<file path="config.mk">
export PLATFORM = sky130hd
export DESIGN_NAME = bk_backtrace
export DESIGN_NICKNAME = d
export VERILOG_FILES = /design/src/rtl/bk_pkg.sv /design/src/rtl/bk_path_buf.sv /design/src/rtl/bk_backtrace.sv
export SDC_FILE = /design/constraint.sdc
export NUM_CORES = 1
export LEC_CHECK = 0
export BUFFER_PORTS_ARGS = -buffer_cell sky130_fd_sc_hd__buf_2
export CAP_MARGIN = 0
export CORE_ASPECT_RATIO = 1.2
export CORE_UTILIZATION = 50
export CTS_CLUSTER_SIZE = 14
export DETAILED_ROUTE_END_ITERATION = 7
export PLACE_DENSITY = 0.67
export SLEW_MARGIN = 5
export SYNTH_ARGS = -nofsm -noshare
export SYNTH_HDL_FRONTEND = slang
export SYNTH_SLANG_ARGS = --single-unit
</file>
<file path="constraint.sdc">
create_clock -name CS -period 5.11 [get_ports CS]
set_input_delay 0.511 -clock CS [delete_from_list [all_inputs] [get_ports CS]]
set_output_delay 0.511 -clock CS [all_outputs]
set_load 0.03 [all_outputs]
</file>
<file path="src/rtl/bk_pkg.sv">
// Shared widths and FSM encoding for the Bk backtrace controller.
// Imported by the path buffer and the backtrace top.
package bk_pkg;

    localparam int SW      = 2;
    localparam int FW      = 6;
    localparam int AW      = FW + SW;
    localparam int DW      = 8;
    localparam int NSTATES = 1 << SW;
    localparam int NFRAMES = 1 << FW;

    typedef enum logic [1:0] {
        IDLE,
        WAIT,
        CAPT,
        EMIT
    } bk_st_t;

endpackage

</file>
<file path="src/rtl/bk_path_buf.sv">
// Recovered state sequence storage, one entry per frame.
// Single synchronous write port, asynchronous read port, no reset.
module bk_path_buf
    import bk_pkg::*;
(
    input  logic          clk,
    input  logic          we,
    input  logic [FW-1:0] wa,
    input  logic [SW-1:0] wd,
    input  logic [FW-1:0] ra,
    output logic [SW-1:0] rd
);

    logic [SW-1:0] mem [NFRAMES];

    always_ff @(posedge clk) begin
        if (we) begin
            mem[wa] <= wd;
        end
    end

    assign rd = mem[ra];

endmodule

</file>
<file path="src/rtl/bk_backtrace.sv">
// Viterbi backtrace: walks the Bk backpointer ROM from frame T to 0,
// then streams the recovered path out in frame-ascending order.
module bk_backtrace
    import bk_pkg::*;
(
    input  logic          CS,
    input  logic          cen,
    input  logic          start,
    input  logic [FW-1:0] start_frame,
    input  logic [SW-1:0] start_state,
    output logic          busy,
    output logic [AW-1:0] add,
    input  logic [DW-1:0] Bkp,
    output logic          path_valid,
    output logic [FW-1:0] path_frame,
    output logic [SW-1:0] path_state,
    output logic          path_last,
    input  logic          path_ready,
    output logic          err
);

    bk_st_t        state, state_n;
    logic [FW-1:0] t_r, t_n;
    logic [FW-1:0] cur_f, cur_f_n;
    logic [FW-1:0] idx, idx_n;
    logic [AW-1:0] add_n;
    logic          err_n;

    logic          we;
    logic [FW-1:0] wa;
    logic [SW-1:0] wd;
    logic [SW-1:0] rd;

    logic [FW-1:0] f_dec;
    logic [SW-1:0] p;
    logic          bad;

    assign f_dec = cur_f - FW'(1);
    assign p     = Bkp[SW-1:0];
    // Any set bit above the state field means a pointer >= NSTATES.
    assign bad   = |Bkp[DW-1:SW];

    bk_path_buf u_buf (
        .clk (CS),
        .we  (we),
        .wa  (wa),
        .wd  (wd),
        .ra  (idx),
        .rd  (rd)
    );

    always_ff @(posedge CS or negedge cen) begin
        if (!cen) begin
            state <= IDLE;
            t_r   <= '0;
            cur_f <= '0;
            idx   <= '0;
            add   <= '0;
            err   <= 1'b0;
        end else begin
            state <= state_n;
            t_r   <= t_n;
            cur_f <= cur_f_n;
            idx   <= idx_n;
            add   <= add_n;
            err   <= err_n;
        end
    end

    always_comb begin
        state_n = state;
        t_n     = t_r;
        cur_f_n = cur_f;
        idx_n   = idx;
        add_n   = add;
        err_n   = err;
        we      = 1'b0;
        wa      = f_dec;
        wd      = p;
        unique case (state)
            IDLE: begin
                if (start) begin
                    t_n   = start_frame;
                    idx_n = '0;
                    err_n = 1'b0;
                    we    = 1'b1;
                    wa    = start_frame;
                    wd    = start_state;
                    if (start_frame == '0) begin
                        state_n = EMIT;
                    end else begin
                        add_n   = {start_frame, start_state};
                        cur_f_n = start_frame;
                        state_n = WAIT;
                    end
                end
            end
            WAIT: begin
                state_n = CAPT;
            end
            CAPT: begin
                if (bad) begin
                    err_n   = 1'b1;
                    state_n = IDLE;
                end else begin
                    we      = 1'b1;
                    cur_f_n = f_dec;
                    if (f_dec == '0) begin
                        state_n = EMIT;
                    end else begin
                        add_n   = {f_dec, p};
                        state_n = WAIT;
                    end
                end
            end
            EMIT: begin
                if (path_ready) begin
                    if (idx == t_r) begin
                        state_n = IDLE;
                    end else begin
                        idx_n = idx + FW'(1);
                    end
                end
            end
            default: begin
                state_n = IDLE;
            end
        endcase
    end

    assign busy       = (state != IDLE);
    assign path_valid = (state == EMIT);
    // Beat fields read as zero whenever no beat is presented.
    assign path_frame = path_valid ? idx : '0;
    assign path_state = path_valid ? rd : '0;
    assign path_last  = path_valid && (idx == t_r);

endmodule

</file>
**Yosys cells after proc, flatten, opt, wreduce, memory -nomap -nowiden**

Memories as Yosys holds them, arrays and structs flattened.
Index checks and enable logic that the tools add are counted.

- Input bits: 20
- RAM bits: 128
- Register bits: 29
- Memories kept: 1
- Output and inout bits: 20
- Word-level logic and storage cells: 69

- Add/subtract/negate cells: 2
- Eq/ne operators: 12
- Multiplexer cells: 34
- Reduce and logical (&&, ||, !) cells: 14

Memories:

| memory | words | bits a word | rd ports | clocked after memory_dff | write ports | RTL line | text |
|---|---|---|---|---|---|---|---|
| u_buf.mem | 64 | 2 | 1 | 0 | 1 | bk_path_buf.sv:14 | `logic [SW-1:0] mem [NFRAMES];` |

Operators by type and width:

| operator | count |
|---|---|
| $mux W6 | 9 |
| $mux W8 | 4 |
| $pmux W6 S2 | 2 |
| $mux W2 | 9 |
| $pmux W8 S2 | 1 |
| $logic_not A6 Y1 | 2 |
| $ne A2 B2 Y1 const B | 6 |
| $pmux W2 S4 | 1 |
| $reduce_and A4 Y1 | 2 |
| $add A6 B1 Y6 const B | 1 |
| $eq A6 B6 Y1 | 1 |
| $mux W1 | 6 |
| $reduce_and A3 Y1 | 2 |
| $reduce_bool A2 Y1 | 3 |
| $reduce_or A6 Y1 | 1 |
| $sub A6 B1 Y6 const B | 1 |
| $reduce_and A5 Y1 | 1 |
| $eq A2 B2 Y1 const B | 2 |
| $ne A2 B1 Y1 const B | 2 |
| $pmux W1 S2 | 2 |
| $eq A2 B1 Y1 const B | 1 |
| $logic_not A2 Y1 | 1 |
| $reduce_and A2 Y1 | 1 |
| $logic_and A1 B1 Y1 | 1 |

**Logic depth before layout (Yosys ltp)**

- Depth after elaboration: 5
- Mapped depth: 8
- Gate-level depth less buffers: 7

**Modules after synthesis**

A second synthesis with hierarchy kept.

- Cells, all modules: 523
- Area, all modules: 7,141.8 um^2

Modules (own cells, without submodules):

| module | sequential area each (um^2) | times used | cells each | area an instance (um^2) |
|---|---|---|---|---|
| bk_path_buf | 3,843.7 | 1 | 322 | 5,357.6 |
| bk_backtrace | 725.7 | 1 | 201 | 1,784.2 |

**Worst setup path before layout**

No wires, ideal clock.

- Path type: flip-flop to output port
- Start: register idx[1]
- End: output port path_state[1]
- Slack: 2,430 ps
- Required time: 4,599 ps
- Arrival: 2,169 ps
- Stages on the path, launching flop included: 7
- Buffers on the path: 2
- Path through: dfrtp_1 > clkbuf_1 > buf_1 > mux4_2 > a22o_1 > a211oi_1 > o32ai_1

- Longest elaborated chain between the ends: 2

RTL lines:

| what | RTL line | text |
|---|---|---|
| start: declaration | bk_backtrace.sv:25 | `logic [FW-1:0] idx, idx_n;` |
| start signal: assignment | bk_backtrace.sv:64 | `idx <= idx_n;` |
| $mem_v2 Z64 W2 | - |  |
| $mux W2 | bk_backtrace.sv:135 | `assign path_state = path_valid ? rd : '0;` |
| end: declaration | bk_backtrace.sv:16 | `output logic [SW-1:0] path_state,` |

Every way passes these cells.

**Final worst setup path**

- Start: register idx[0]
- End: output port path_state[1]

Same word-level chain as after synthesis.

==> results.cfg <==
[final_layout]
fin_nets = 567
multiInputGateArea_um2 = 2290
register_area_um2 = 4570
diodes = 0
nFillCells = 1115
design_area_um2 = 7980
drive_above_1_share_pct = 20.8
area_delta_synth_final_pct = 13.4

[floorplan]
die_w_um = 110
die_h_um = 132
die_area_um2 = 14600
initial_utilization_pct = 51.2
io_pins = 40
num_rows = 47
core_um2 = 13800

[worst_setup_path]
arrival_ns = 3.19
cp_max_fo = 34
reg2reg_setup_slack_ns = 2.15
end_kind = output port
startpoint_type = flip-flop
required_ns = 4.60
critical_path_class = flip-flop to output port

[synth]
netlist_instances = 513
yosysTopAreaCell = edfxtp_1
syn_nets = 536
yosysSeqAreaShare_pct = 64.9
yosys_most_used_dff = edfxtp_1
ys_top_cells_by_count = edfxtp_1 (128), nor2_1 (70), nand2_1 (57), dfrtp_1 (29), mux4_2 (28)
synth_top_area_share_pct = 54.6
syn_area_per_cell_um2 = 13.7
synth-edff-count = 128
synth.distinct_cells = 56
synthTopCellsByArea = edfxtp_1 (55%), dfrtp_1 (10%), mux4_2 (9.0%), nor2_1 (3.7%), nand2_1 (3.0%)
synth_area_um2 = 7040
ys_ff_latch = 157
async_reset_ff_share_pct = 18.5
yosysMostFrequentCell = edfxtp_1
yosysWarnings = 0

[placed_design]
port_buffers = 39
dpl-instance-area_um2 = 7350
gp_congestion = 0.835
dp_hpwl_um = 10300

[clock_tree]
path_clk_slew_ns = 0.06
numCtsBuffers = 17
post_cts_buffers = 0
cts_buffer_depth = 2
htree_levels = 4
post_cts_resized = 0
cts_hold_buf = 0
cts_tree = done
clock-sinks = 157
clock-root-buffer = clkbuf_16
worstSkewPairLatency_ns = 0.42

[routing]
wl_um = 15600
drc_errors = 0
post_drt_via_cell_ratio = 5.99
first_pass_iters = 4
dr_total_vias = 4359
first_iter_violations = 328
drt.antenna.violating_nets = 0
wl_per_cell_um = 21.4

[sta]
holdWs_ns = 0.126
period_share_pct = 72.4
slew_headroom_pct = 28.8
hold_violations = 0
fmax_mhz = 270
rsz0062_at_grt = no
slew_violations = 0
finalSetupViolCount = 0
tns_ns = 0
fin_crit_ns = 3.70
tightest_slew_ns = 1.07
clock_skew_ns = 0.00685

[global_route]
grt_max_degree = 65
grt_pass1_wl_um = 24900
antenna_found_initial = 0
overflow = 0
grt_pass1_vias = 4498
grt_usage_pct = 23.8

[hold_path]
hold_class = input port to asynchronous set/reset pin

[power_and_ir_drop]
ir_drop_v = 0.000350
p_per_area_nw_per_um2 = 556
leakage_nw = 2.82

[flow_run]
drv_cap = 0

[outcome]
status = completed
## final timing paths
kind | end | start | depth (start not counted)
setup / recovery | path_state[1] | idx[0]$_DFFE_PN0P_ | 7
hold / removal | add[3]$_DFFE_PN0P_ | cen | 1
setup reg to reg | u_buf.mem[27][1]$_DFFE_PP_ | state[1]$_DFFE_PN0P_ | 5
hold reg to reg | t_r[2]$_DFFE_PN0P_ | t_r[2]$_DFFE_PN0P_ | 2
max in group asynchronous | idx[0]$_DFFE_PN0P_ | cen | 1
min in group CS | t_r[5]$_DFFE_PN0P_ | start_frame[5] | 3
## cells in the final DEF (no fill, tap or decap), types with 4 or more instances in the layout
| cell type | netlist | final |
|---|---|---|
| a22oi_1 | 9 | 9 |
| o221ai_1 | 5 | 5 |
| mux4_2 | 28 | 28 |
| nor2_2 | 7 | 7 |
| mux2_2 | 5 | 5 |
| nor3_1 | 7 | 7 |
| nor2_1 | 70 | 70 |
| buf_2 | 9 | 39 |
| nand3_1 | 8 | 8 |
| nand2b_1 | 9 | 9 |
| a22o_1 | 5 | 5 |
| a21o_1 | 4 | 4 |
| o21bai_1 | 4 | 4 |
| a31oi_1 | 4 | 4 |
| dfrtp_1 | 29 | 28 |
| xnor2_1 | 7 | 7 |
| clkbuf_16 | 0 | 17 |
| o21ai_0 | 8 | 8 |
| nand2_1 | 57 | 57 |
| and3_1 | 4 | 4 |
| o31ai_1 | 4 | 4 |
| buf_4 | 0 | 5 |
| mux2i_1 | 11 | 11 |
| clkbuf_1 | 19 | 6 |
| bufinv_16 | 0 | 5 |
| a211oi_1 | 4 | 4 |
| inv_1 | 10 | 10 |
| edfxtp_1 | 128 | 128 |
| a21oi_1 | 9 | 9 |
| nor2b_1 | 4 | 4 |
## state kept, by name, summed over array words and instances (netlist names)
register	cells
add	8
idx	6
t_r	6
err	1
u_buf.mem	128
state	2
cur_f	6
## report_power, final
part           switching, mW  internal, mW  total [mW]
combinational          0.816         0.494        1.31
sequential             0.186          1.59        1.77
clock                  0.468         0.891        1.36
## per-stage QoR
step / util [%] / cells / power, mW / setup WS [ns]
floorplan: - / 513 / 2.76 / 2.43
global placement: 53.4 / 696 / 3.07 / 1.93
detailed placement: 53.4 / 696 / 3.11 / 1.86
CTS: 58.0 / 728 / 4.46 / 1.35
global route: 58.0 / 728 / 4.66 / 1.18
finish: 58.0 / 728 / 4.44 / 1.41
## critical path, cell delays in order (launching register included)
cell,delay [ns]
dfrtp_2,1.07
buf_4,0.41
mux4_2,0.53
a22oi_1,0.19
a21oi_1,0.09
a21oi_1,0.16
o32ai_1,0.10
buf_2,0.19
## logic make-up (layout without fill, tap and decap cells)
kind of cell / count (synthesis) / after routing / synth area share (%)
mux: 45 / 45 / 11.5
flops: 157 / 157 / 64.9
simple gates: 186 / 186 / 12.0
buf+inv: 42 / 86 / 2.61
fa+ha+maj: 3 / 3 / 0.533
xor+xnor: 8 / 8 / 0.995
compound gates: 72 / 72 / 7.50
## layer usage
layer / GRT usage [%] / wire, um
met2: 37.8 / 7990
met4: 7.68 / 169
met3: 5.39 / 928
met5: 0 / 0
met1: 32.6 / 6480
## final cells by class
type                            count  share of cell area [%]
Clock inverter                      7                    2.01
Clock buffer                       25                    5.96
Tap cell                          171                    2.68
Multi-Input combinational cell    314                    28.7
Sequential cell                   157                    57.2
Timing Repair Buffer               44                    2.91
Inverter                           10                   0.470
No activity file was read; power rests on OpenSTA's default activity.
